--- src/rtl/rs_sched_pkg.sv ---
// rs_sched_pkg: shared defaults and encoder helpers for the RS issue scheduler
package rs_sched_pkg;
  localparam int NUM_RS_DEF = 4;
  localparam int AGE_W_DEF = 2;
  localparam int AGE_MAX = (1 << AGE_W_DEF) - 1;
  function automatic logic [3:0] onehot_to_idx(input logic [15:0] oh);
    logic [3:0] r;
    r = '0;
    for (int i = 0; i < 16; i++) if (oh[i]) r |= 4'(i);
    return r;
  endfunction
  function automatic logic [15:0] lowest_set(input logic [15:0] v);
    return v & (~v + 16'd1);
  endfunction
endpackage

--- src/rtl/rs_oldest_pick.sv ---
// rs_oldest_pick: oldest-ready selector with round-robin tie break from rr_ptr
module rs_oldest_pick import rs_sched_pkg::*; #(
  parameter int NUM_RS = NUM_RS_DEF,
  parameter int AGE_W = AGE_W_DEF,
  parameter int SEL_W = $clog2(NUM_RS)
) (
  input  logic [NUM_RS-1:0]            ready,
  input  logic [NUM_RS-1:0][AGE_W-1:0] age,
  input  logic [SEL_W-1:0]             rr_ptr,
  output logic [NUM_RS-1:0]            grant,
  output logic [SEL_W-1:0]             idx
);
  logic [AGE_W-1:0] max_age;
  logic [SEL_W-1:0] j;
  always_comb begin
    max_age = '0;
    j = '0;
    grant = '0;
    for (int i = 0; i < NUM_RS; i++) if (ready[i] && age[i] > max_age) max_age = age[i];
    // walk offsets downward so the candidate nearest rr_ptr is written last
    for (int i = NUM_RS - 1; i >= 0; i--) begin
      j = rr_ptr + SEL_W'(i);
      if (ready[j] && age[j] == max_age) grant = NUM_RS'(1) << j;
    end
  end
  assign idx = SEL_W'(onehot_to_idx(16'(grant)));
endmodule

--- src/rtl/rs_issue_scheduler.sv ---
// rs_issue_scheduler: allocates free RS entries and issues the oldest ready one
module rs_issue_scheduler import rs_sched_pkg::*; #(
  parameter int NUM_RS = NUM_RS_DEF,
  parameter int AGE_W = AGE_W_DEF,
  parameter int SEL_W = $clog2(NUM_RS)
) (
  input  logic              clk_i,
  input  logic              reset_i,
  input  logic              flush_i,
  input  logic [NUM_RS-1:0] rs_busy_i,
  input  logic [NUM_RS-1:0] rs_ready_i,
  input  logic              alloc_req_i,
  output logic [NUM_RS-1:0] alloc_grant_o,
  output logic              full_o,
  input  logic              stall_i,
  output logic              issue_valid_o,
  output logic [NUM_RS-1:0] issue_grant_o,
  output logic [SEL_W-1:0]  issue_sel_o,
  output logic [NUM_RS-1:0] rs_stall_o
);
  logic [NUM_RS-1:0][AGE_W-1:0] age;
  logic [SEL_W-1:0] rr_ptr, pick_idx;
  logic [NUM_RS-1:0] pick, free;
  logic fire;
  rs_oldest_pick #(.NUM_RS(NUM_RS), .AGE_W(AGE_W), .SEL_W(SEL_W)) u_pick (
    .ready(rs_ready_i), .age(age), .rr_ptr(rr_ptr), .grant(pick), .idx(pick_idx)
  );
  assign free = ~rs_busy_i;
  assign issue_valid_o = ~reset_i & |rs_ready_i;
  assign issue_grant_o = reset_i ? '0 : pick;
  assign issue_sel_o = reset_i ? '0 : pick_idx;
  assign rs_stall_o = ~issue_grant_o | {NUM_RS{stall_i}};
  assign fire = issue_valid_o & ~stall_i;
  assign full_o = ~reset_i & &rs_busy_i;
  assign alloc_grant_o = (reset_i | ~alloc_req_i) ? '0 : NUM_RS'(lowest_set(16'(free)));
  always_ff @(posedge clk_i)
    if (reset_i || flush_i) begin
      age <= '0;
      rr_ptr <= '0;
    end else begin
      for (int k = 0; k < NUM_RS; k++)
        age[k] <= (!rs_ready_i[k] || (fire && pick[k])) ? '0 : (&age[k] ? age[k] : age[k] + 1'b1);
      if (fire) rr_ptr <= pick_idx + 1'b1;
    end
  a_grant_onehot: assert property (@(posedge clk_i) $onehot0(issue_grant_o));
  a_grant_ready:  assert property (@(posedge clk_i) (issue_grant_o & ~rs_ready_i) == '0);
  a_alloc_free:   assert property (@(posedge clk_i) (alloc_grant_o & rs_busy_i) == '0);
endmodule

--- config.mk ---
export PLATFORM = sky130hd
export DESIGN_NAME = rs_issue_scheduler
export DESIGN_NICKNAME = d
export VERILOG_FILES = /design/src/rtl/rs_sched_pkg.sv /design/src/rtl/rs_oldest_pick.sv /design/src/rtl/rs_issue_scheduler.sv
export SDC_FILE = /design/constraint.sdc
export NUM_CORES = 1
export LEC_CHECK = 0
export CAP_MARGIN = 20
export CORE_MARGIN = 3
export CORE_UTILIZATION = 49
export CTS_BUF_LIST = sky130_fd_sc_hd__clkbuf_2 sky130_fd_sc_hd__clkbuf_4 sky130_fd_sc_hd__clkbuf_8
export DETAILED_ROUTE_END_ITERATION = 8
export PLACE_DENSITY = 0.78
export SETUP_SLACK_MARGIN = 0.15
export SYNTH_ARGS = -nofsm -noshare
export SYNTH_HDL_FRONTEND = slang
export SYNTH_SLANG_ARGS = --single-unit
--- constraint.sdc ---
create_clock -name clk_i -period 7.7 [get_ports clk_i]
set_input_delay 1.54 -clock clk_i [delete_from_list [all_inputs] [get_ports clk_i]]
set_output_delay 1.54 -clock clk_i [all_outputs]
set_load 0.02 [all_outputs]
After elaboration in Yosys (flattened, before gate mapping)
Index checks and enable logic that the tools add are counted.
- input port bits: 13
- bits in writable memories: 0
- bits in latches: 0
- memories kept: 0
- bits in registers: 10
- memory bits (read-only): 0
- logic and storage cells: 103
- magnitude comparators: 8
- shift-type cells: 4
- multiplexer cells: 30
- div/mod/pow operators: 0
- add/sub/neg operators: 9
- bitwise gates (word level): 12
- multipliers: 0
- eq/ne operators: 4
- reductions and logical operators: 31
- operators by type and width (kind ; number):
    two-way mux 4 bit ; 6
    two-way mux 2 bit ; 11
    binary-select mux 2 bit (select 2 bit) ; 4
    left shift 1 x 2 -> 4 bit (first input constant) ; 4
    adder 2 x 1 -> 2 bit (second input constant) ; 6
    logical AND 1 bit ; 12
    < comparator 2 x 3 -> 1 bit (second input constant) ; 4
    NOT 4 bit ; 3
    binary-select mux 1 bit (select 2 bit) ; 4
    == test 2 bit ; 4
    AND reduction 2 bit ; 4
    OR reduction 2 bit ; 4
    greater-than comparator 2 bit ; 3
    logical OR 1 bit ; 5
    two-way mux 1 bit ; 5
    adder 2 bit (second input constant) ; 2
    adder 4 x 1 -> 4 bit (second input constant) ; 1
    bitwise AND 4 bit ; 1
    logical NOT 1 bit ; 4
    OR 4 bit ; 1
    AND reduction 4 bit ; 1
    OR reduction 4 bit ; 1
    bitwise AND 1 bit ; 3
    NOT 1 bit ; 3
    2 further kinds ; 2

Logic depth before layout (Yosys ltp)
Gate-level depths: netlist (run 1).
- depth in word-level cells: 22
- mapped depth: 24
- mapped depth without buffers: 23

By module
A second synthesis (run 1) with hierarchy kept.
- cell total of the unflattened synthesis: 173
- area, all modules: 1674.1 um2
- modules (own cells, without submodules) (module ; instances ; cells an instance ; area each (um2)):
    rs_oldest_pick ; 1 ; 105 ; 1066.0
    rs_issue_scheduler ; 1 ; 68 ; 608.1

Worst setup path before layout (run 1)
No wires, ideal clock.
- kind: input to output
- start point: input port rs_ready_i[0]
- end point: output port issue_sel_o[1]
- path slack: 16 ps
- arrival: 6144 ps
- cell stages on the path: 21
- cells stage by stage: nor3b_1 ha_1 a21bo_1 a21oi_2 mux2_4 ha_1 a21boi_1 o21ai_0 o211ai_1 nand2_1 ha_1 nor2b_1 o211ai_2 mux2i_1 a211oi_1 a2111oi_2 and2_1 a211o_1 o221a_1 nor2b_4 nand2b_1
- cells in the longest elaborated chain, start to end: 20
- RTL lines (element ; RTL line ; source):
    start, declared ; rs_issue_scheduler.sv:11 ; input logic [NUM_RS-1:0] rs_ready_i,
    logical AND 1 bit ; rs_oldest_pick.sv:19 ; for (int i = 0; i < NUM_RS; i++) if (ready[i] && age[i] > max_age) max_age = age[i];
    two-way mux 2 bit ; rs_oldest_pick.sv:19 ;
    greater-than comparator 2 bit ; rs_oldest_pick.sv:19 ;
    logical AND 1 bit ; rs_oldest_pick.sv:19 ;
    two-way mux 2 bit ; rs_oldest_pick.sv:19 ;
    greater-than comparator 2 bit ; rs_oldest_pick.sv:19 ;
    logical AND 1 bit ; rs_oldest_pick.sv:19 ;
    two-way mux 2 bit ; rs_oldest_pick.sv:19 ;
    [2 not listed] ; n/a ;
    two-way mux 2 bit ; rs_oldest_pick.sv:19 ;
    == test 2 bit ; rs_oldest_pick.sv:23 ; if (ready[j] && age[j] == max_age) grant = NUM_RS'(1) << j;
    logical AND 1 bit ; rs_oldest_pick.sv:23 ;
    two-way mux 4 bit (3 in series) ; rs_oldest_pick.sv:23 ;
    two-way mux 4 bit * ; rs_oldest_pick.sv:23 ;
    two-way mux 2 bit ; rs_sched_pkg.sv:9 ; for (int i = 0; i < 16; i++) if (oh[i]) r |= 4'(i);
    two-way mux 2 bit * ; rs_sched_pkg.sv:9 ;
    two-way mux 2 bit * ; rs_issue_scheduler.sv:31 ; assign issue_sel_o = reset_i ? '0 : pick_idx;
    end, declared ; rs_issue_scheduler.sv:18 ; output logic [SEL_W-1:0] issue_sel_o,
Mark *: on every way between the ends. The rest lies on a longest branch, timed or not. The select of a mux whose other input is x is not followed.

Worst setup path after layout (run 1)
Same ends and word-level chain as after synthesis.

==> impl_metrics.sql, run 1 <==
INSERT INTO impl_metrics (metric_group, metric, value, unit) VALUES
('outcome', 'run_status', 'finished, final reports clean', ''),
('logic_synthesis', 'synth-seq-cells', '10', ''),
('timing', 'fin_ws', '42.6', 'ps'),
('timing', 'final_max_slew_viol_count', '0', ''),
('setup_path', 'worstPathBufferInverterCount', '5', ''),
('logic_synthesis', 'syn_nets', '200', ''),
('placed_design', 'dp_hpwl', '3350', 'um'),
('layout', 'final_non_filler_cell_area', '2620', 'sq um'),
('timing', 'finalSetupViolCount', '0', ''),
('placed_design', 'dp_worst_setup_slack', '-958', 'ps'),
('drt', 'vias', '1746', ''),
('die', 'dieWidth', '63.1', 'um'),
('power', 'cellLeakagePower', '1.11', 'nW'),
('timing', 'clock-skew-final', '7.70', 'ps'),
('clock_tree', 'cts_max_path_buffers', '2', ''),
('logic_synthesis', 'synth_cell_type_count', '52', ''),
('layout', 'synthToLayoutAreaGrowth', '63.6', '%'),
('drt', 'drtPass1Iterations', '4', ''),
('drt', 'first_iter_violations', '184', ''),
('power', 'power_frac_seq', '17.7', '%'),
('setup_path', 'cp_top_family', 'compound AO/OA/AOI/OAI gates', ''),
('timing', 'worst-slew-pin-transition', '824', 'ps'),
('layout', 'footprint_of_the_multi_input_gates', '1540', 'sq um'),
('placed_design', 'placed_cell_area', '2070', 'sq um'),
('clock_tree', 'numClockSinks', '10', ''),
('power', 'worst_ir_drop_vdd', '0.132', 'mV'),
('clock_tree', 'cts.htree.levels', '1', ''),
('global_route', 'grt_max_degree', '18', ''),
('logic_synthesis', 'part_of_the_yosys_area_used_for_sequential_elements', '12.5', '%'),
('die', 'core_region_area', '3080', 'sq um'),
('clock_tree', 'cts_tree', 'built', ''),
('setup_path', 'setup.worst_path.end_class', 'output port', ''),
('drt', 'route.detailed.wl_per_inst', '19.3', 'um'),
('placed_design', 'globalplace.congestion', '0.807', ''),
('worst_hold_path', 'worst_hold_startpoint', 'age[0]', ''),
('drt', 'route.final.wire_length', '5620', 'um'),
('timing', 'fin_setup_tns', '0', 'ps'),
('clock_tree', 'cts-buffers-inserted', '3', ''),
('global_route', 'grt_usage', '25.4', '%'),
('die', 'std_cell_rows', '20', ''),
('setup_path', 'cp_startpoint_kind', 'input pin', ''),
('setup_path', 'cp_slowest_stage_delay', '330', 'ps'),
('setup_path', 'crit_required', '6160', 'ps'),
('setup_path', 'worstPathMaxFanout', '5', ''),
('placed_design', 'dpl.cell_count', '255', ''),
('logic_synthesis', 'post_synthesis_cell_area', '1600', 'sq um'),
('timing', 'clock.fmax', '131', 'MHz'),
('logic_synthesis', 'syn-mean-instance-area', '9.47', 'sq um'),
('setup_path', 'critical_path_arrival', '6120', 'ps'),
('clock_tree', 'ctsHoldBuffers', '0', ''),
('clock_tree', 'ctsRootBufferMaster', 'sky130_fd_sc_hd__clkbuf_4', ''),
('power', 'total_power', '0.338', 'mW'),
('clock_tree', 'clk_latency', '270', 'ps'),
('global_route', 'grt_first_pass_wirelength', '8200', 'um'),
('drt', 'number_of_remaining_drc_errors', '0', ''),
('layout', 'layout.filler_cells', '172', ''),
('layout', 'area.sequential', '200', 'sq um'),
('die', 'num_io_pins', '29', ''),
('die', 'die_height', '63.1', 'um'),
('setup_path', 'timing.critical_path.from', 'rs_ready_i[0]', ''),
('die', 'initial_utilization', '52.0', '%'),
('flow_run', 'drv_cap', '0', ''),
('worst_hold_path', 'class_of_the_most_critical_hold_timing_path', 'reg -> reg', ''),
('layout', 'final_nets', '280', ''),
('die', 'design.die.area', '3990', 'sq um'),
('setup_path', 'cell_type_of_the_slowest_stage_on_the_worst_timing_path', 'sky130_fd_sc_hd__mux2i_4', ''),
('timing', 'rsz0062_at_grt', 'yes', ''),
('timing', 'hold_viol', '0', ''),
('setup_path', 'worst_path_most_repeated_cell', 'sky130_fd_sc_hd__buf_6', ''),
('global_route', 'grt_antenna_before_repair', '0', ''),
('logic_synthesis', 'post_synth_inst_count', '169', '');
## stage by stage
step / hold slack [ps] / util [%]
floorplan: 547 / -
global placement: 585 / 67.1
detailed placement: 595 / 67.1
CTS: 613 / 75.8
global route: 652 / 85.0
finish: 626 / 85.0
## cell usage in the layout, fill, tap and decap left out, types with 4 or more instances in the layout
cell type / n
sky130_fd_sc_hd__clkdlybuf4s50_1: 17
sky130_fd_sc_hd__buf_6: 20
sky130_fd_sc_hd__mux4_2: 9
sky130_fd_sc_hd__nand2_1: 10
sky130_fd_sc_hd__ha_4: 4
sky130_fd_sc_hd__dfxtp_1: 10
sky130_fd_sc_hd__xnor2_1: 5
sky130_fd_sc_hd__ha_1: 13
sky130_fd_sc_hd__nand2b_1: 4
sky130_fd_sc_hd__nand2b_4: 4
sky130_fd_sc_hd__buf_4: 42
sky130_fd_sc_hd__xor2_1: 4
sky130_fd_sc_hd__nor2_1: 10
sky130_fd_sc_hd__inv_1: 14
sky130_fd_sc_hd__a211o_1: 4
## worst paths after layout
kind	end	slack [ps]	cells after the start
worst max-delay path	issue_sel_o[1]	40	25
worst min-delay path	age[0]	630	2
worst max register to register	age[0]	1950	27
worst min register to register	age[0]	630	2
## power by group through the flow
stage          Sequential [mW]  Combinational, mW  Clock [mW]
3_5_place_dp            0.0604              0.167           0
4_1_cts                 0.0592              0.185      0.0477
6_report                0.0598              0.231      0.0472
2_1_floorplan           0.0575              0.107           0
3_3_place_gp            0.0599              0.163           0
5_1_grt                 0.0602              0.242      0.0512
## layer usage
| metal | share of wire [%] | vias up | track usage (%) |
|---|---|---|---|
| met5 | 0 | - | 0 |
| met4 | 2.5 | 0 | 12.4 |
| met3 | 4.2 | 14 | 1.78 |
| met2 | 52 | 67 | 45.3 |
| met1 | 41 | 871 | 30.6 |
| li1 | - | 794 | - |
## logic make-up after synthesis
kind of cell | Yosys count | share of synthesized area, %
adders and majority gates | 18 | 14.1
and+or+nand+nor | 58 | 20.5
xor gates and xnor gates | 11 | 6.02
muxes | 18 | 21.7
AOI/OAI and AO/OA | 34 | 19.6
buffers and inverters | 20 | 5.55
DFF | 10 | 12.5
## layout make-up
class / count / area share [%]
multi-input combinational: 139 / 58.9
timing repair buffer: 81 / 27.9
sequential: 10 / 7.65
tap: 44 / 2.10
inverter: 14 / 2.01
clock buffer: 4 / 1.39
## synthesized netlist by cell type (all sizes together)
library cell / count / area, sq um
o21ai: 1 / 5.00
a22oi: 1 / 7.51
ha: 18 / 225
a32o: 1 / 10.0
nand2b: 8 / 50.1
mux2i: 4 / 40.0
o31a: 1 / 8.76
o211a: 1 / 10.0
a221o: 1 / 10.0
a21o: 1 / 7.51
and2: 4 / 25.0
a2111oi: 1 / 15.0
nand3: 1 / 5.00
a21boi: 1 / 7.51
nor3: 2 / 15.0
clkbuf: 1 / 3.75
nor2: 12 / 45.0
a21bo: 1 / 10.0
nor4: 2 / 12.5
o21a: 2 / 15.0
nor3b: 3 / 22.5
nand2: 13 / 48.8
and4: 3 / 26.3
inv: 14 / 52.6
buf: 5 / 32.5
mux2: 2 / 26.3
nor2b: 5 / 38.8
dfxtp: 10 / 200
o311ai: 1 / 8.76
o211ai: 3 / 27.5
and3: 3 / 23.8
xnor2: 7 / 61.3
nand3b: 2 / 15.0
xor2: 4 / 35.0
o221a: 4 / 62.6
a211oi: 5 / 37.5
a21oi: 4 / 27.5
a211o: 4 / 35.0
mux4: 12 / 282
a2bb2oi: 1 / 8.76
## state kept, by name, indices dropped and copies added (netlist names)
name	cells
rr_ptr	2
age	8
## worst min-delay path: stages, from the launching register on
cell	delay, ps
sky130_fd_sc_hd__dfxtp_1	360
sky130_fd_sc_hd__xor2_1	170
sky130_fd_sc_hd__nor2_1	50
## what timing repair did
action | 4_1_cts | 5_1_grt
pin swaps | 12 | 27
buffers inserted | 21 | 12
gates resized for setup | 57 | 55
setup endpoints to repair | 10 | 10
No activity file was read; power rests on OpenSTA's default activity.
==> run 2: changes to the inputs <==
- CORE_MARGIN: 3 -> 2
- CORE_UTILIZATION: 49 -> 50
- PLACE_DENSITY: 0.78 -> 0.77
- clock period: 7.7 -> 8.9 ns (I/O delays scaled with it)
==> run 2 against run 1 <==
Net effect:
- die area fell by 8.0%
- combinational power fell by 35%
- non-clock buffer count down 28
- register-to-register slack gained 1200 ps
- sequential power down 15%
- total power down 28%
- critical path depth is 5 lower
- first-iteration DRC count fell by 65%
- worst hold slack worse by 20 ps
- flip-flop and latch count unchanged
- final cell count down 9.6%
- worst setup slack better by 380 ps
- critical path type unchanged
==> impl_metrics.sql, run 2 (synthesis results as in run 1) <==
INSERT INTO impl_metrics (metric_group, metric, value, unit) VALUES
('placed_design', 'dpl.cell_count', '254', ''),
('drt', 'vias', '1545', ''),
('die', 'initial_utilization', '52.4', '%'),
('drt', 'route.antenna.remaining_nets', '0', ''),
('setup_path', 'setup.worst_path.end_class', 'output port', ''),
('timing', 'clock-skew-final', '2.36', 'ps'),
('outcome', 'run_status', 'finished, final reports clean', ''),
('power', 'worst_ir_drop_vdd', '0.0981', 'mV'),
('die', 'std_cell_rows', '20', ''),
('global_route', 'grt_first_pass_wirelength', '7070', 'um'),
('setup_path', 'worst-r2r-setup-slack', '3110', 'ps'),
('timing', 'fin_setup_tns', '0', 'ps'),
('global_route', 'grt_usage', '25.7', '%'),
('layout', 'antenna_cells', '0', ''),
('drt', 'via_per_inst', '5.85', ''),
('drt', 'drtPass1Iterations', '4', ''),
('setup_path', 'timing.critical_path.from', 'rs_ready_i[1]', ''),
('clock_tree', 'clk_transition_reported_paths', '70', 'ps'),
('setup_path', 'cp_startpoint_kind', 'input pin', ''),
('global_route', 'grt_antenna_before_repair', '0', ''),
('setup_path', 'setup.worst_path.class', 'in -> out', ''),
('die', 'dieWidth', '60.6', 'um'),
('layout', 'top_regs', 'age (8), rr_ptr (2)', ''),
('die', 'design.die.area', '3670', 'sq um'),
('worst_hold_path', 'class_of_the_most_critical_hold_timing_path', 'reg -> reg', ''),
('setup_path', 'crit-reg2reg-capture', 'rr_ptr[1]', ''),
('timing', 'final_min_period_over_clock_period', '95.2', '%'),
('flow_run', 'drv_cap', '0', ''),
('clock_tree', 'cts-buffers-inserted', '3', ''),
('drt', 'first_iter_violations', '65', ''),
('layout', 'most-common-layout-cells', 'sky130_fd_sc_hd__buf_4 (24), sky130_fd_sc_hd__ha_1 (18), sky130_fd_sc_hd__clkdlybuf4s50_1 (17)', ''),
('placed_design', 'globalplace.congestion', '0.808', ''),
('layout', 'final_layout_size_suffix_gt1_share', '25.9', '%'),
('clock_tree', 'cts_tree', 'built', ''),
('timing', 'worst-slew-pin-transition', '749', 'ps'),
('clock_tree', 'ctsHoldBuffers', '0', ''),
('layout', 'flip_flop_count_of_the_largest_register_all_copies_and_words_added', '8', ''),
('worst_hold_path', 'min_delay_path_depth', '2', ''),
('layout', 'final_nets', '252', ''),
('power', 'p_per_area', '113', 'nW/um^2'),
('placed_design', 'buffer_ports.inserted', '28', ''),
('setup_path', 'critical_path_arrival', '6690', 'ps'),
('global_route', 'grt_max_degree', '18', ''),
('drt', 'route.detailed.wl_per_inst', '16.0', 'um'),
('timing', 'rsz0062_at_grt', 'no', ''),
('clock_tree', 'ctsRootBufferMaster', 'sky130_fd_sc_hd__clkbuf_4', ''),
('die', 'num_io_pins', '29', ''),
('setup_path', 'worst_r2r_startpoint', 'age[0]', ''),
('setup_path', 'worstRegToRegCells', '24', ''),
('drt', 'route.final.wire_length', '4220', 'um'),
('timing', 'clock.fmax', '118', 'MHz'),
('layout', 'layout.filler_cells', '241', ''),
('global_route', 'overflow', '0', ''),
('clock_tree', 'numClockSinks', '10', ''),
('die', 'die_height', '60.6', 'um'),
('timing', 'fin_crit', '8470', 'ps'),
('setup_path', 'timing.critical_path.to', 'issue_sel_o[1]', ''),
('timing', 'relSlewSlack', '50.0', '%'),
('timing', 'final_max_slew_viol_count', '0', ''),
('clock_tree', 'clk_latency', '280', 'ps'),
('clock_tree', 'cts_max_path_buffers', '2', ''),
('layout', 'final_cells', '264', ''),
('power', 'cellLeakagePower', '0.883', 'nW'),
('clock_tree', 'cts.htree.levels', '1', ''),
('drt', 'number_of_remaining_drc_errors', '0', ''),
('global_route', 'grt_pass1_vias', '1561', ''),
('die', 'core_region_area', '3050', 'sq um'),
('setup_path', 'worstPathMaxFanout', '7', ''),
('layout', 'synthToLayoutAreaGrowth', '34.4', '%'),
('timing', 'finalSetupViolCount', '0', ''),
('placed_design', 'dp_hpwl', '3390', 'um'),
('timing', 'hold_viol', '0', ''),
('layout', 'max_flop_register', 'age', ''),
('timing', 'whs', '606', 'ps'),
('setup_path', 'crit_required', '7120', 'ps'),
('layout', 'layout_commonest_cell', 'sky130_fd_sc_hd__buf_4', '');
[run 2: changes by cell type in the layout (fill, tap and decap cells not counted), moves of 4 or more]
| cell | delta |
|---|---|
| sky130_fd_sc_hd__ha_1 | +5 |
| sky130_fd_sc_hd__ha_4 | -4 |
| sky130_fd_sc_hd__buf_6 | -19 |
| sky130_fd_sc_hd__buf_4 | -18 |
| sky130_fd_sc_hd__nand2b_1 | +4 |
| sky130_fd_sc_hd__dlygate4sd2_1 | +7 |
| sky130_fd_sc_hd__nand2b_4 | -4 |
[run 2: layout make-up]
| class | instances | area, sq um | area share, % |
|---|---|---|---|
| tap | 44 | 55.1 | 2.56 |
| inverter | 14 | 52.6 | 2.44 |
| clock buffer | 4 | 36.3 | 1.69 |
| multi-input combinational | 139 | 1350 | 62.7 |
| timing repair buffer | 53 | 458 | 21.3 |
| sequential | 10 | 200 | 9.31 |
[run 2: metrics by stage]
stage                     area, sq um  util (%)  setup WS (ps)  power (mW)
after detailed placement         2040      66.9           -417       0.198
after CTS                        2130      69.6            362       0.239
after floorplan                  1600         -            736       0.140
final                            2150      70.5            425       0.243
after global routing             2150      70.5            147       0.257
after global placement           2040      66.9           -167       0.192
[run 2: worst min path at each step]
stage	startpoint	end	slack [ps]
final	age[0]	age[0]	610
after global routing	age[0]	age[0]	640
after CTS	age[0]	age[0]	610
after detailed placement	age[0]	age[0]	590
after global placement	age[0]	age[0]	580
after floorplan	age[0]	age[0]	550
[run 2: critical path: stages]
cell	delay (ps)
sky130_fd_sc_hd__clkdlybuf4s50_1	590
sky130_fd_sc_hd__a21bo_1	260
sky130_fd_sc_hd__a211o_1	300
sky130_fd_sc_hd__o21a_1	120
sky130_fd_sc_hd__ha_1	290
sky130_fd_sc_hd__nor2b_1	160
sky130_fd_sc_hd__o211ai_1	320
sky130_fd_sc_hd__nand2_1	100
sky130_fd_sc_hd__ha_1	290
sky130_fd_sc_hd__nor2b_1	140
sky130_fd_sc_hd__o211ai_2	240
sky130_fd_sc_hd__mux2i_4	330
sky130_fd_sc_hd__a211oi_1	80
sky130_fd_sc_hd__a2111oi_2	410
sky130_fd_sc_hd__a211oi_2	180
sky130_fd_sc_hd__and2_1	200
sky130_fd_sc_hd__o221a_1	290
sky130_fd_sc_hd__nor2b_4	150
sky130_fd_sc_hd__nand2b_1	160
sky130_fd_sc_hd__clkdlybuf4s15_1	280
[run 2: layer usage]
layer	vias to the layer above	part of all wire [%]	global-route usage (%)	routed length (um)
met5	-	0	0	0
met4	0	3.1	11.2	129
met1	729	39	29.0	1640
li1	742	-	-	-
met2	61	53	47.9	2220
met3	13	5.5	3.41	231
[run 2: timing repair]
item                                    CTS  global route
endpoints found under the setup margin   10            10
setup buffers                             3             3
pin swaps                                 3             5
gates resized for setup                  21             4
[run 2: report_power, final]
group	switching, mW	internal [mW]	total [mW]
registers	0.00475	0.0464	0.0511
clock network	0.0178	0.0249	0.0427
logic	0.0718	0.0773	0.149
total	0.0944	0.149	0.243
